File: src/rtl/ethernet_pkg.sv
// ethernet_pkg: Ethernet II framing constants shared by the 10G path.
package ethernet_pkg;
    localparam logic [15:0] ETH_P_IP    = 16'h0800;
    localparam int          ETH_HDR_LEN = 14;
endpackage

File: src/rtl/ip_pkg.sv
// ip_pkg: IPv4 header constants shared by the 10G path.
package ip_pkg;
    localparam logic [3:0] IPVERSION     = 4'd4;
    localparam logic [7:0] IP4_PROTO_UDP = 8'd17;
endpackage

File: src/rtl/pemu_pkg.sv
// pemu_pkg: TLP FIFO word format and header geometry shared by encapsulator and decapsulator.
package pemu_pkg;
    localparam int PEMU_HDR_BEATS = 6;
    typedef struct packed {
        logic [7:0]  keep;
        logic [63:0] data;
        logic        last;
        logic        user;
    } tlp_fifo_word_t;
    typedef enum logic [1:0] {HDR, DATA, DROP} decap_state_t;
endpackage

File: src/rtl/eth_decap.sv
// eth_decap: validates and strips the 48-byte Eth+IP+UDP header, pushing payload beats into the TLP FIFO.
module eth_decap
    import pemu_pkg::*;
    import ethernet_pkg::ETH_P_IP;
    import ip_pkg::IPVERSION;
    import ip_pkg::IP4_PROTO_UDP;
#(
    parameter logic [47:0] eth_addr  = 48'h00_11_22_33_44_55,
    parameter logic [31:0] ip_addr   = {8'd192, 8'd168, 8'd1, 8'd111},
    parameter logic [15:0] udp_port  = 16'd3776,
    parameter int          hdr_beats = PEMU_HDR_BEATS
) (
    input  logic        clk156,
    input  logic        sys_rst,
    input  logic        s_axis_tvalid,
    input  logic [63:0] s_axis_tdata,
    input  logic [7:0]  s_axis_tkeep,
    input  logic        s_axis_tlast,
    input  logic        s_axis_tuser,
    output logic        wr_en,
    output logic [73:0] din,
    input  logic        full,
    input  logic        prog_full,
    output logic [31:0] rx_ok_cnt,
    output logic [31:0] rx_drop_cnt,
    output logic [31:0] rx_ovf_cnt
);
    decap_state_t state;
    logic [2:0]   cnt;
    logic         match;
    logic         room;
    logic         field_ok;
    logic         hdr_match;
    logic         hdr_end;
    logic [63:0]  d;
    logic [47:0]  mac;
    assign d = s_axis_tdata;
    // Wire order is big-endian: byte 0 lands in d[7:0] and holds the field's MSB.
    assign mac = {d[7:0], d[15:8], d[23:16], d[31:24], d[39:32], d[47:40]};
    always_comb begin
        field_ok = (cnt == 3'd0) ? (mac == eth_addr || mac == 48'hFFFF_FFFF_FFFF) :
                   (cnt == 3'd1) ? ({d[39:32], d[47:40]} == ETH_P_IP && d[55:48] == {IPVERSION, 4'd5}) :
                   (cnt == 3'd2) ? (d[63:56] == IP4_PROTO_UDP) :
                   (cnt == 3'd3) ? ({d[55:48], d[63:56]} == ip_addr[31:16]) :
                   (cnt == 3'd4) ? ({d[7:0], d[15:8]} == ip_addr[15:0] && {d[39:32], d[47:40]} == udp_port) :
                   1'b1;
        hdr_match = match & field_ok;
        hdr_end   = cnt == 3'(hdr_beats - 1);
    end
    always_ff @(posedge clk156) begin
        if (sys_rst) begin
            state       <= HDR;
            cnt         <= '0;
            match       <= 1'b1;
            room        <= 1'b0;
            wr_en       <= 1'b0;
            din         <= '0;
            rx_ok_cnt   <= '0;
            rx_drop_cnt <= '0;
            rx_ovf_cnt  <= '0;
        end else begin
            wr_en <= 1'b0;
            if (s_axis_tvalid) begin
                case (state)
                    HDR: begin
                        if (cnt == 3'd0) room <= !prog_full;
                        if (hdr_end || s_axis_tlast) begin
                            cnt   <= '0;
                            match <= 1'b1;
                            if (hdr_end && hdr_match && room && !s_axis_tlast) state <= DATA;
                            else begin
                                rx_drop_cnt <= rx_drop_cnt + 32'd1;
                                state       <= s_axis_tlast ? HDR : DROP;
                            end
                        end else begin
                            cnt   <= cnt + 3'd1;
                            match <= hdr_match;
                        end
                    end
                    DATA: begin
                        if (full) rx_ovf_cnt <= rx_ovf_cnt + 32'd1;
                        else begin
                            wr_en <= 1'b1;
                            din   <= tlp_fifo_word_t'{s_axis_tkeep, s_axis_tdata, s_axis_tlast, s_axis_tuser};
                        end
                        if (s_axis_tlast) begin
                            rx_ok_cnt <= rx_ok_cnt + 32'd1;
                            state     <= HDR;
                        end
                    end
                    default: if (s_axis_tlast) state <= HDR;
                endcase
            end
        end
    end
endmodule

File: config.mk
export PLATFORM = sky130hd
export DESIGN_NAME = eth_decap
export DESIGN_NICKNAME = d
export VERILOG_FILES = /design/src/rtl/ethernet_pkg.sv /design/src/rtl/ip_pkg.sv /design/src/rtl/pemu_pkg.sv /design/src/rtl/eth_decap.sv
export SDC_FILE = /design/constraint.sdc
export NUM_CORES = 1
export LEC_CHECK = 0
export CELL_PAD_IN_SITES_DETAIL_PLACEMENT = 0
export CELL_PAD_IN_SITES_GLOBAL_PLACEMENT = 1
export CORE_MARGIN = 8
export CORE_UTILIZATION = 37
export CTS_BUF_LIST = sky130_fd_sc_hd__clkbuf_4
export CTS_CLUSTER_DIAMETER = 40
export CTS_CLUSTER_SIZE = 16
export DETAILED_ROUTE_END_ITERATION = 10
export PLACE_DENSITY_LB_ADDON = 0.1
export SYNTH_ARGS = -nofsm -noshare
export SYNTH_HDL_FRONTEND = slang
export SYNTH_SLANG_ARGS = --single-unit
File: constraint.sdc
create_clock -name clk156 -period 5.05 [get_ports clk156]
set_clock_uncertainty 0.05 [all_clocks]
set_input_delay 1.2625 -clock clk156 [delete_from_list [all_inputs] [get_ports clk156]]
set_output_delay 1.2625 -clock clk156 [all_outputs]
set_load 0.01 [all_outputs]
Word-level counts from Yosys, hierarchy flattened --
Cells that the tools add are included.
Cells by class: mux-type cells 13, div/mod/pow operators 0, eq/ne operators 15, add/sub/neg operators 4, reduce and logical (&&, ||, !) cells 20, bitwise gates (word level) 5, multiply operators 0, shifts and indexed selects 0, $lt $le $gt $ge 0
Operators by type and width (count):
- adder 32 x 1 -> 32 bit (second input constant) | 3
- equality test 48 x 37 -> 1 bit (second input constant) | 1
- equality test 48 bit (second input constant) | 1
- equality test 16 x 12 -> 1 bit (second input constant) | 2
- equality test 16 bit (second input constant) | 1
- equality test 16 x 9 -> 1 bit (second input constant) | 1
- AND reduction 3 bit | 5
- 2-to-1 mux 2 bit | 5
- equality test 8 x 5 -> 1 bit (second input constant) | 1
- equality test 8 x 7 -> 1 bit (second input constant) | 1
- 2-to-1 mux 1 bit | 7
- equality test 3 x 2 -> 1 bit (second input constant) | 2
- equality test 3 bit (second input constant) | 2
- logical AND 1 bit | 5
- inverter 1 bit | 4
- AND reduction 4 bit | 1
- adder 3 x 1 -> 3 bit (second input constant) | 1
- equality test 3 x 1 -> 1 bit (second input constant) | 1
- zero test 3 bit | 1
- 2-to-1 mux 3 bit | 1
- OR reduction 3 bit | 1
- equality test 2 x 1 -> 1 bit (second input constant) | 1
- zero test 1 bit | 2
- zero test 2 bit | 1
- 5 further kinds | 6
Word-level totals: RAM bits 0, bits in read-only memories 0, input port bits 79, latch bits 0, register bits after elaboration 178, word-level logic and storage cells 66, memories 0

Depth between registers and ports, before layout --
Gate-level depths: netlist of the first run.
depth after elaboration 14, depth in mapped cells 9

Least setup slack after synthesis of the first run --
OpenSTA, ideal clock, no wires.
kind input to register, start point in s_axis_tdata[32], end point reg match, buffers on the path 0, setup slack 1.815 ns, cell stages on the path 6, arrival 3.126 ns, required time 4.941 ns, library setup time 0.059 ns, cell sequence or4_1 or4_1 or4_1 a2111oi_2 o221ai_1 nand2_1
Between the ends: longest elaborated chain between the ends 9
RTL lines:
- start, declared | line eth_decap.sv:16 | input logic [63:0] s_axis_tdata,
- equality test 16 x 12 -> 1 bit | line eth_decap.sv:45 | (cnt == 3'd4) ? ({d[7:0], d[15:8]} == ip_addr[15:0] && {d[39:32], d[47:40]} == udp_port) :
- logical AND 1 bit | line eth_decap.sv:45
- 2-to-1 mux 1 bit | line eth_decap.sv:45
- 2-to-1 mux 1 bit | line eth_decap.sv:44 | (cnt == 3'd3) ? ({d[55:48], d[63:56]} == ip_addr[31:16]) :
- 2-to-1 mux 1 bit | line eth_decap.sv:43 | (cnt == 3'd2) ? (d[63:56] == IP4_PROTO_UDP) :
- 2-to-1 mux 1 bit | line eth_decap.sv:42 | (cnt == 3'd1) ? ({d[39:32], d[47:40]} == ETH_P_IP && d[55:48] == {IPVERSION, 4'd5}) :
- 2-to-1 mux 1 bit (*) | line eth_decap.sv:41 | field_ok = (cnt == 3'd0) ? (mac == eth_addr || mac == 48'hFFFF_FFFF_FFFF) :
- bitwise AND 1 bit (*) | line eth_decap.sv:47 | hdr_match = match & field_ok;
- 2-to-1 mux 1 bit (*) | line eth_decap.sv:67 | if (hdr_end || s_axis_tlast) begin
- end signal, assigned | line eth_decap.sv:77 | match <= hdr_match;
- end, declared | line eth_decap.sv:30 | logic match;
Mark *: on every way between the ends. The rest lies on a longest branch, timed or not. A chain may end at the register's enable or synchronous reset.

Final worst setup path of the first run --
start point in s_axis_tdata[38], end point reg rx_drop_cnt[31]
Between the ends: longest elaborated chain between the ends 13
RTL lines:
- equality test 16 x 12 -> 1 bit | line eth_decap.sv:45
- logical AND 1 bit | line eth_decap.sv:45
- 2-to-1 mux 1 bit | line eth_decap.sv:45
- 2-to-1 mux 1 bit | line eth_decap.sv:44
- 2-to-1 mux 1 bit | line eth_decap.sv:43
- 2-to-1 mux 1 bit | line eth_decap.sv:42
- 2-to-1 mux 1 bit (*) | line eth_decap.sv:41
- bitwise AND 1 bit (*) | line eth_decap.sv:47
- logical AND 1 bit (*) (3 in series) | line eth_decap.sv:70 | if (hdr_end && hdr_match && room && !s_axis_tlast) state <= DATA;
- inverter 1 bit (no line) (*)
- AND reduction 4 bit (no line) (*)
- end signal, assigned | line eth_decap.sv:72 | rx_drop_cnt <= rx_drop_cnt + 32'd1;
- end, declared | line eth_decap.sv:25 | output logic [31:0] rx_drop_cnt,
Marked as above.

==> impl_metrics.csv, run 1 <==
group,metric,value,unit
outcome,status,"completed",
timing,rsz0062_at_grt,"false",
finish,fin_nets,1280,
worst_hold_path,hold_path_end,"din[72]",
worst_setup_path,critical_path.top_delay_family,"simple AND/OR/NAND/NOR gates",
placement,port-buffer-count,249,
worst_hold_path,hold_depth,2,
placement,dp_worst_setup_slack,944.0,ps
worst_hold_path,hold_start,"din[72]",
floorplan,fp.coreArea,21090,um2
pwr,p_comb_share,6.2,%
synthesis,syn_area,7964,um2
drt,dr.pass1.iters,4,
floorplan,die_y,162.7,um
pwr,swShare,25.07,%
worst_setup_path,path_cells,"clkdlybuf4s50_1 -> nor4_1 -> nand2_1 -> or3_1 -> nand4_1 -> buf_4 -> a2111oi_0 -> mux2_1",
clock_network,cts_tree,"yes",
grt,grt_antenna_before_repair,2,
worst_setup_path,cpMaxStageDelayCell,"nor4_1",
synthesis,synth_top_family_by_area,"simple AND/OR/NAND/NOR gates",
timing,fmax,0.2791,GHz
worst_setup_path,r2r-end,"rx_drop_cnt[31]",
synthesis,ys_seq_elements,178,
timing,setup_viol,0,
grt,grtUsageMet3,7.154,%
synthesis,synth_area_per_cell,8.151,um2
pwr,p_clk_share,36.0,%
grt,grt_util_met1,22.47,%
synthesis,synth_fp_nets,1064,
synthesis,synth-edff-count,0,
worst_setup_path,rr_worst_depth,9,
synthesis,synth-main-ff-cell,"dfxtp_1",
synthesis,synthCells,977,
grt,grt_pass1_vias,7298,
placement,routabilityCongestion,0.8058,
finish,multiInputGateArea,4146,um2
pwr,p_per_area,222.8,nW/um2
pwr,p_int,1.830,mW
worst_setup_path,worst_ep_required_time,5430,ps
synthesis,synthArstFlopShare,0,%
placement,dp.cells,1449,
worst_setup_path,critPathLaunchType,"primary input",
floorplan,dieArea,26470,um2
worst_hold_path,hold_class,"flop to flop",
finish,syn_to_final_growth,37.64,%
synthesis,yosysWarnings,0,
floorplan,start_util,37.77,%
timing,worst_slack,1467,ps
finish,final_area,10960,um2
clock_network,postCtsSetupRepairBufs,0,
timing,final_max_slew_viol_count,0,
timing,period_needed,3583,ps
synthesis,synth_simple_gate_area_share,30.26,%
timing,hold_viol_final,0,
timing,max_slew_margin,29.94,%
synthesis,ys_top_cells_by_area,"dfxtp_1 45%, nand2_1 8.5%, a21oi_1 7.2%",
grt,gr-usage-all-layers,18.41,%
clock_network,clock-root-buffer,"clkbuf_4",
placement,dp_hpwl,17.92,mm
finish,drive_gt1_share,3.817,%
drt,vias,7511,
worst_setup_path,r2r-start,"cnt[0]",
placement,placed_area,10650,um2
synthesis,synth.mux.area_fraction,4.493,%
drt,wl,24.92,mm
drt,ant_nets,0,
synthesis,synth_xor_area_share,5.829,%
synthesis,synth_top_area_cell,"dfxtp_1",
worst_setup_path,worst-setup-path-type,"primary input to flop",
pwr,fin_total_pwr,2.442,mW
floorplan,io_pins,250,
clock_network,hold_buffers,0,
pwr,p_leak,3.676,nW
synthesis,synth.distinct_cells,50,
synthesis,seq_area_frac_synth,44.74,%
clock_network,htree_levels,4,
clock_network,clock_path_buffers,2,
worst_setup_path,cp_max_fo,34,
timing,finalCritPeriodShare,70.94,%
clock_network,cts.repair.resized,0,
synthesis,synth_fa_ha_area_share,1.257,%
drt,viasPerCell,5.061,
worst_setup_path,crit_arrival,3970,ps
pwr,power_frac_seq,57.8,%
timing,worstMarginPinSlew,1051,ps
clock_network,numCtsBuffers,17,
clock_network,clock_sinks,178,
pwr,vdd_drop_max,0.1447,mV
clock_network,clock_latency,560,ps
run,cap_violations,0,
worst_setup_path,slowest_delay,640,ps
grt,grt.busiest_layer,"met2",
drt,routedWlPerCell,16.79,um
floorplan,die_x,162.7,um
worst_setup_path,r2r_slack,2290,ps
floorplan,rows,53,
pwr,power_switching,0.6122,mW
timing,setup_tns,0,ps
grt,grt_max_degree,138,
finish,fillers,2085,
synthesis,synth-compound-area-share,10.10,%
finish,seq_area,3563,um2
drt,drtIter0Drc,333,
worst_setup_path,endpoint_kind,"flop",
synthesis,yosysTopAreaCellShare,44.74,%
finish,instances_no_fill,1484,
worst_setup_path,critPathBufInv,2,
grt,use_met2,29.95,%
grt,overflow,0,
grt,grt_pass1_wl,39.47,mm
clock_network,clkTransAtPathRegs,150,ps
drt,drc,0,
[per-layer routing]
metal | vias to the layer above | routed length [um]
met5 | - | 13
met4 | 2 | 261
met3 | 16 | 2058
met2 | 165 | 11630
met1 | 3508 | 10960
li1 | 3820 | -
[worst max path at each step]
stage / end / startpoint / slack, ps / cells after the start
after floorplan: match / s_axis_tdata[32] / 1820 / 6
after global placement: rx_drop_cnt[31] / s_axis_tdata[33] / 1040 / 8
after detailed placement: rx_drop_cnt[31] / s_axis_tdata[38] / 940 / 8
after CTS: rx_drop_cnt[31] / s_axis_tdata[38] / 1560 / 8
after global routing: rx_drop_cnt[31] / s_axis_tdata[37] / 1320 / 8
final: rx_drop_cnt[31] / s_axis_tdata[38] / 1470 / 8
[per-stage QoR]
| stage | hold WS [ps] | utilization [%] |
|---|---|---|
| final | 411.8 | 51.98 |
| after global routing | 432.2 | 51.98 |
| after CTS | 415.7 | 51.93 |
| after detailed placement | 396.1 | 50.49 |
| after global placement | 390.2 | 50.49 |
| after floorplan | 404.4 | - |
[Yosys cell counts, types with 3 or more instances]
master,count
nand2_1,181
dfxtp_1,178
a21oi_1,114
nor2_1,100
clkbuf_1,51
nand3_1,38
nand4_1,37
nor2b_1,32
mux2_1,30
xnor2_1,29
xor2_1,24
and3_1,18
nor4_1,18
nor3_1,16
and4_1,14
or3_1,12
o21ai_1,11
inv_1,9
ha_1,8
a211oi_1,6
and4b_1,4
buf_2,4
or4_1,4
and2_1,3
buf_1,3
[cell type report]
cell class / instances / area share, %
diodes: 4 / 0.09131
clock buffers: 17 / 1.164
clock inverters: 14 / 1.621
inverters: 11 / 0.3767
multi-input cells: 730 / 37.83
flip-flops and latches: 178 / 32.51
well taps: 275 / 3.139
repair buffers: 255 / 23.27
[registers in the layout, indices dropped and copies added (netlist names)]
signal,count
din,74
rx_drop_cnt,32
rx_ok_cnt,32
rx_ovf_cnt,32
cnt,3
state,2
match,1
room,1
wr_en,1
[worst reg2reg max path, cell delays in order (launching register included)]
cell	delay (ps)
dfxtp_1	390
ha_1	220
ha_1	240
nand4b_1	120
nor3_1	50
a31oi_1	300
nand4_1	140
buf_4	270
a2111oi_0	500
mux2_1	360
[power groups by stage]
stage | Combinational, mW | Clock [mW] | Sequential (mW)
2_1_floorplan | 0.0539 | 0 | 1.44
3_3_place_gp | 0.151 | 0 | 1.44
3_5_place_dp | 0.151 | 0 | 1.44
4_1_cts | 0.151 | 0.912 | 1.41
5_1_grt | 0.163 | 0.966 | 1.41
6_report | 0.150 | 0.879 | 1.41
[cell usage in the layout, fill, tap and decap left out, drive strengths merged, types with 3 or more instances in the layout]
cell type and count:
clkdlybuf4s50 248, nand2 181, dfxtp 178, a21oi 114, nor2 100, nand4 39
nand3 38, nor2b 32, mux2 30, xnor2 29, xor2 24, nor4 19
and3 18, clkbuf 17, nor3 16, inv 15, and4 14, or3 12
o21ai 11, ha 8, buf 7, a211oi 6, diode 4, and4b 4
or4 4, clkinv 4, and2 3, clkinvlp 3, bufinv 3
[logic make-up after synthesis]
family | count (synthesis)
AOI/OAI and AO/OA | 146
xor gates and xnor gates | 53
adders and majority gates | 8
buffers and inverters | 69
DFF | 178
muxes | 32
and+or+nand+nor | 491
Power figures use the tool's default switching activity.
==> run 2: changes to the inputs <==
- CORE_UTILIZATION: 37 -> 35
- clock period: 5.05 -> 3.6 ns (I/O delays scaled with it)
==> impl_metrics.csv, run 2 (synthesized netlist as in run 1, its figures left out) <==
group,metric,value,unit
outcome,status,"completed",
floorplan,io_pins,250,
grt,gr-usage-all-layers,17.88,%
clock_network,postCtsSetupRepairBufs,0,
run,cap_violations,0,
clock_network,clock_path_buffers,2,
timing,setup_tns,0,ps
clock_network,cts.repair.resized,0,
grt,grt_pass1_wl,40.91,mm
worst_setup_path,worst_ep_required_time,4050,ps
clock_network,htree_levels,4,
floorplan,rows,55,
placement,placed_area,10840,um2
clock_network,clock_latency,560,ps
pwr,swShare,25.90,%
floorplan,die_y,166.8,um
timing,finalCritPeriodShare,81.84,%
finish,final_cell_mix,"248 x clkdlybuf4s50_1, 181 x nand2_1, 178 x dfxtp_1, 114 x a21oi_1, 100 x nor2_1",
timing,rsz0062_at_grt,"false",
drt,ant_nets,0,
finish,largest_reg_flops,74,
placement,routabilityCongestion,0.7564,
worst_setup_path,r2r_slack,880,ps
pwr,power_switching,0.8591,mW
clock_network,cts_tree,"yes",
worst_setup_path,crit_arrival,3390,ps
drt,vias,7618,
clock_network,numCtsBuffers,17,
floorplan,start_util,35.39,%
timing,hold_viol_final,0,
finish,final_area,11120,um2
timing,worstMarginPinSlew,771.7,ps
worst_setup_path,worst-setup-path-type,"primary input to flop",
pwr,p_leak,3.778,nW
pwr,power_frac_seq,59.7,%
timing,hold_slack,413.6,ps
worst_setup_path,endpoint_kind,"flop",
floorplan,fp.coreArea,22500,um2
clock_network,clkTransAtPathRegs,140,ps
pwr,p_comb_share,6.7,%
drt,drtIter0Drc,377,
pwr,p_int,2.457,mW
timing,max_slew_margin,48.56,%
finish,fillers,2238,
clock_network,clock_sinks,178,
pwr,p_per_area,298.3,nW/um2
finish,final_common_cell,"clkdlybuf4s50_1",
timing,period_needed,2946,ps
timing,setup_viol,0,
drt,routedWlPerCell,16.66,um
grt,grt_pass1_vias,7461,
finish,syn_to_final_growth,39.58,%
worst_setup_path,cp_max_fo,3,
drt,drc,0,
placement,port-buffer-count,249,
finish,drive_gt1_share,5.623,%
grt,grt_max_degree,102,
drt,wl,25.22,mm
clock_network,clock-root-buffer,"clkbuf_4",
timing,final_max_slew_viol_count,0,
finish,largest-register,"din",
grt,overflow,0,
finish,fin_nets,1301,
floorplan,die_x,166.8,um
worst_hold_path,hold_class,"flop to flop",
pwr,p_clk_share,33.6,%
pwr,vdd_drop_max,0.1845,mV
worst_setup_path,critPathLaunchType,"primary input",
clock_network,hold_buffers,0,
timing,fmax,0.3394,GHz
placement,dp_hpwl,18.26,mm
floorplan,dieArea,27840,um2
grt,grt_antenna_before_repair,2,
drt,dr.pass1.iters,4,
drt,viasPerCell,5.032,
run 2: area by class of cell:
type,instances,area (um2),share of cell area [%]
timing repair buffer,276,2734,24.59
multi-input combinational,730,4146,37.30
tap,285,356.6,3.208
antenna,2,5.005,0.04502
clock inverter,13,126.4,1.137
sequential,178,3563,32.06
clock buffer,19,142.6,1.283
inverter,11,41.29,0.3715
run 2: metal layers:
layer / track usage [%] / wire length (um) / part of all wire (%)
met1: 21.83 / 11130 / 44
met2: 28.66 / 11670 / 46
met3: 7.778 / 2179 / 8.6
met4: 3.956 / 231 / 0.92
met5: 0 / 9 / 0.036
run 2: path summary, 6_finish.rpt:
kind | to | start | cells past startpoint
setup / recovery | match | s_axis_tdata[33] | 7
setup reg to reg | rx_drop_cnt[31] | cnt[2] | 9
hold / removal | din[65] | din[65] | 2
hold reg to reg | din[65] | din[65] | 2
run 2: power by group through the flow:
stage               clock [mW]  sequential (mW)  combinational (mW)
global placement             0             2.02               0.223
global route              1.25             1.98               0.243
CTS                       1.17             1.98               0.223
finish                    1.11             1.98               0.221
detailed placement           0             2.02               0.223
floorplan                    0             2.02              0.0756
run 2: worst max-delay path: stages:
cell and delay, ps:
clkdlybuf4s50_1 460, or4_1 550, or4_1 420, or4_1 430, a2111oi_2 420, o221ai_1 150, nand2_1 60
run 2: through the flow:
step                      worst slack [ps]  power (mW)  std cells  util (%)
after floorplan                      727.8       2.098        977         -
final                                653.8       3.316       1514     49.40
after global routing                 588.4       3.478       1513     49.39
after detailed placement             52.02       2.246       1480     48.18
after CTS                            676.6       3.379       1512     49.37
after global placement               104.1       2.246       1480     48.18
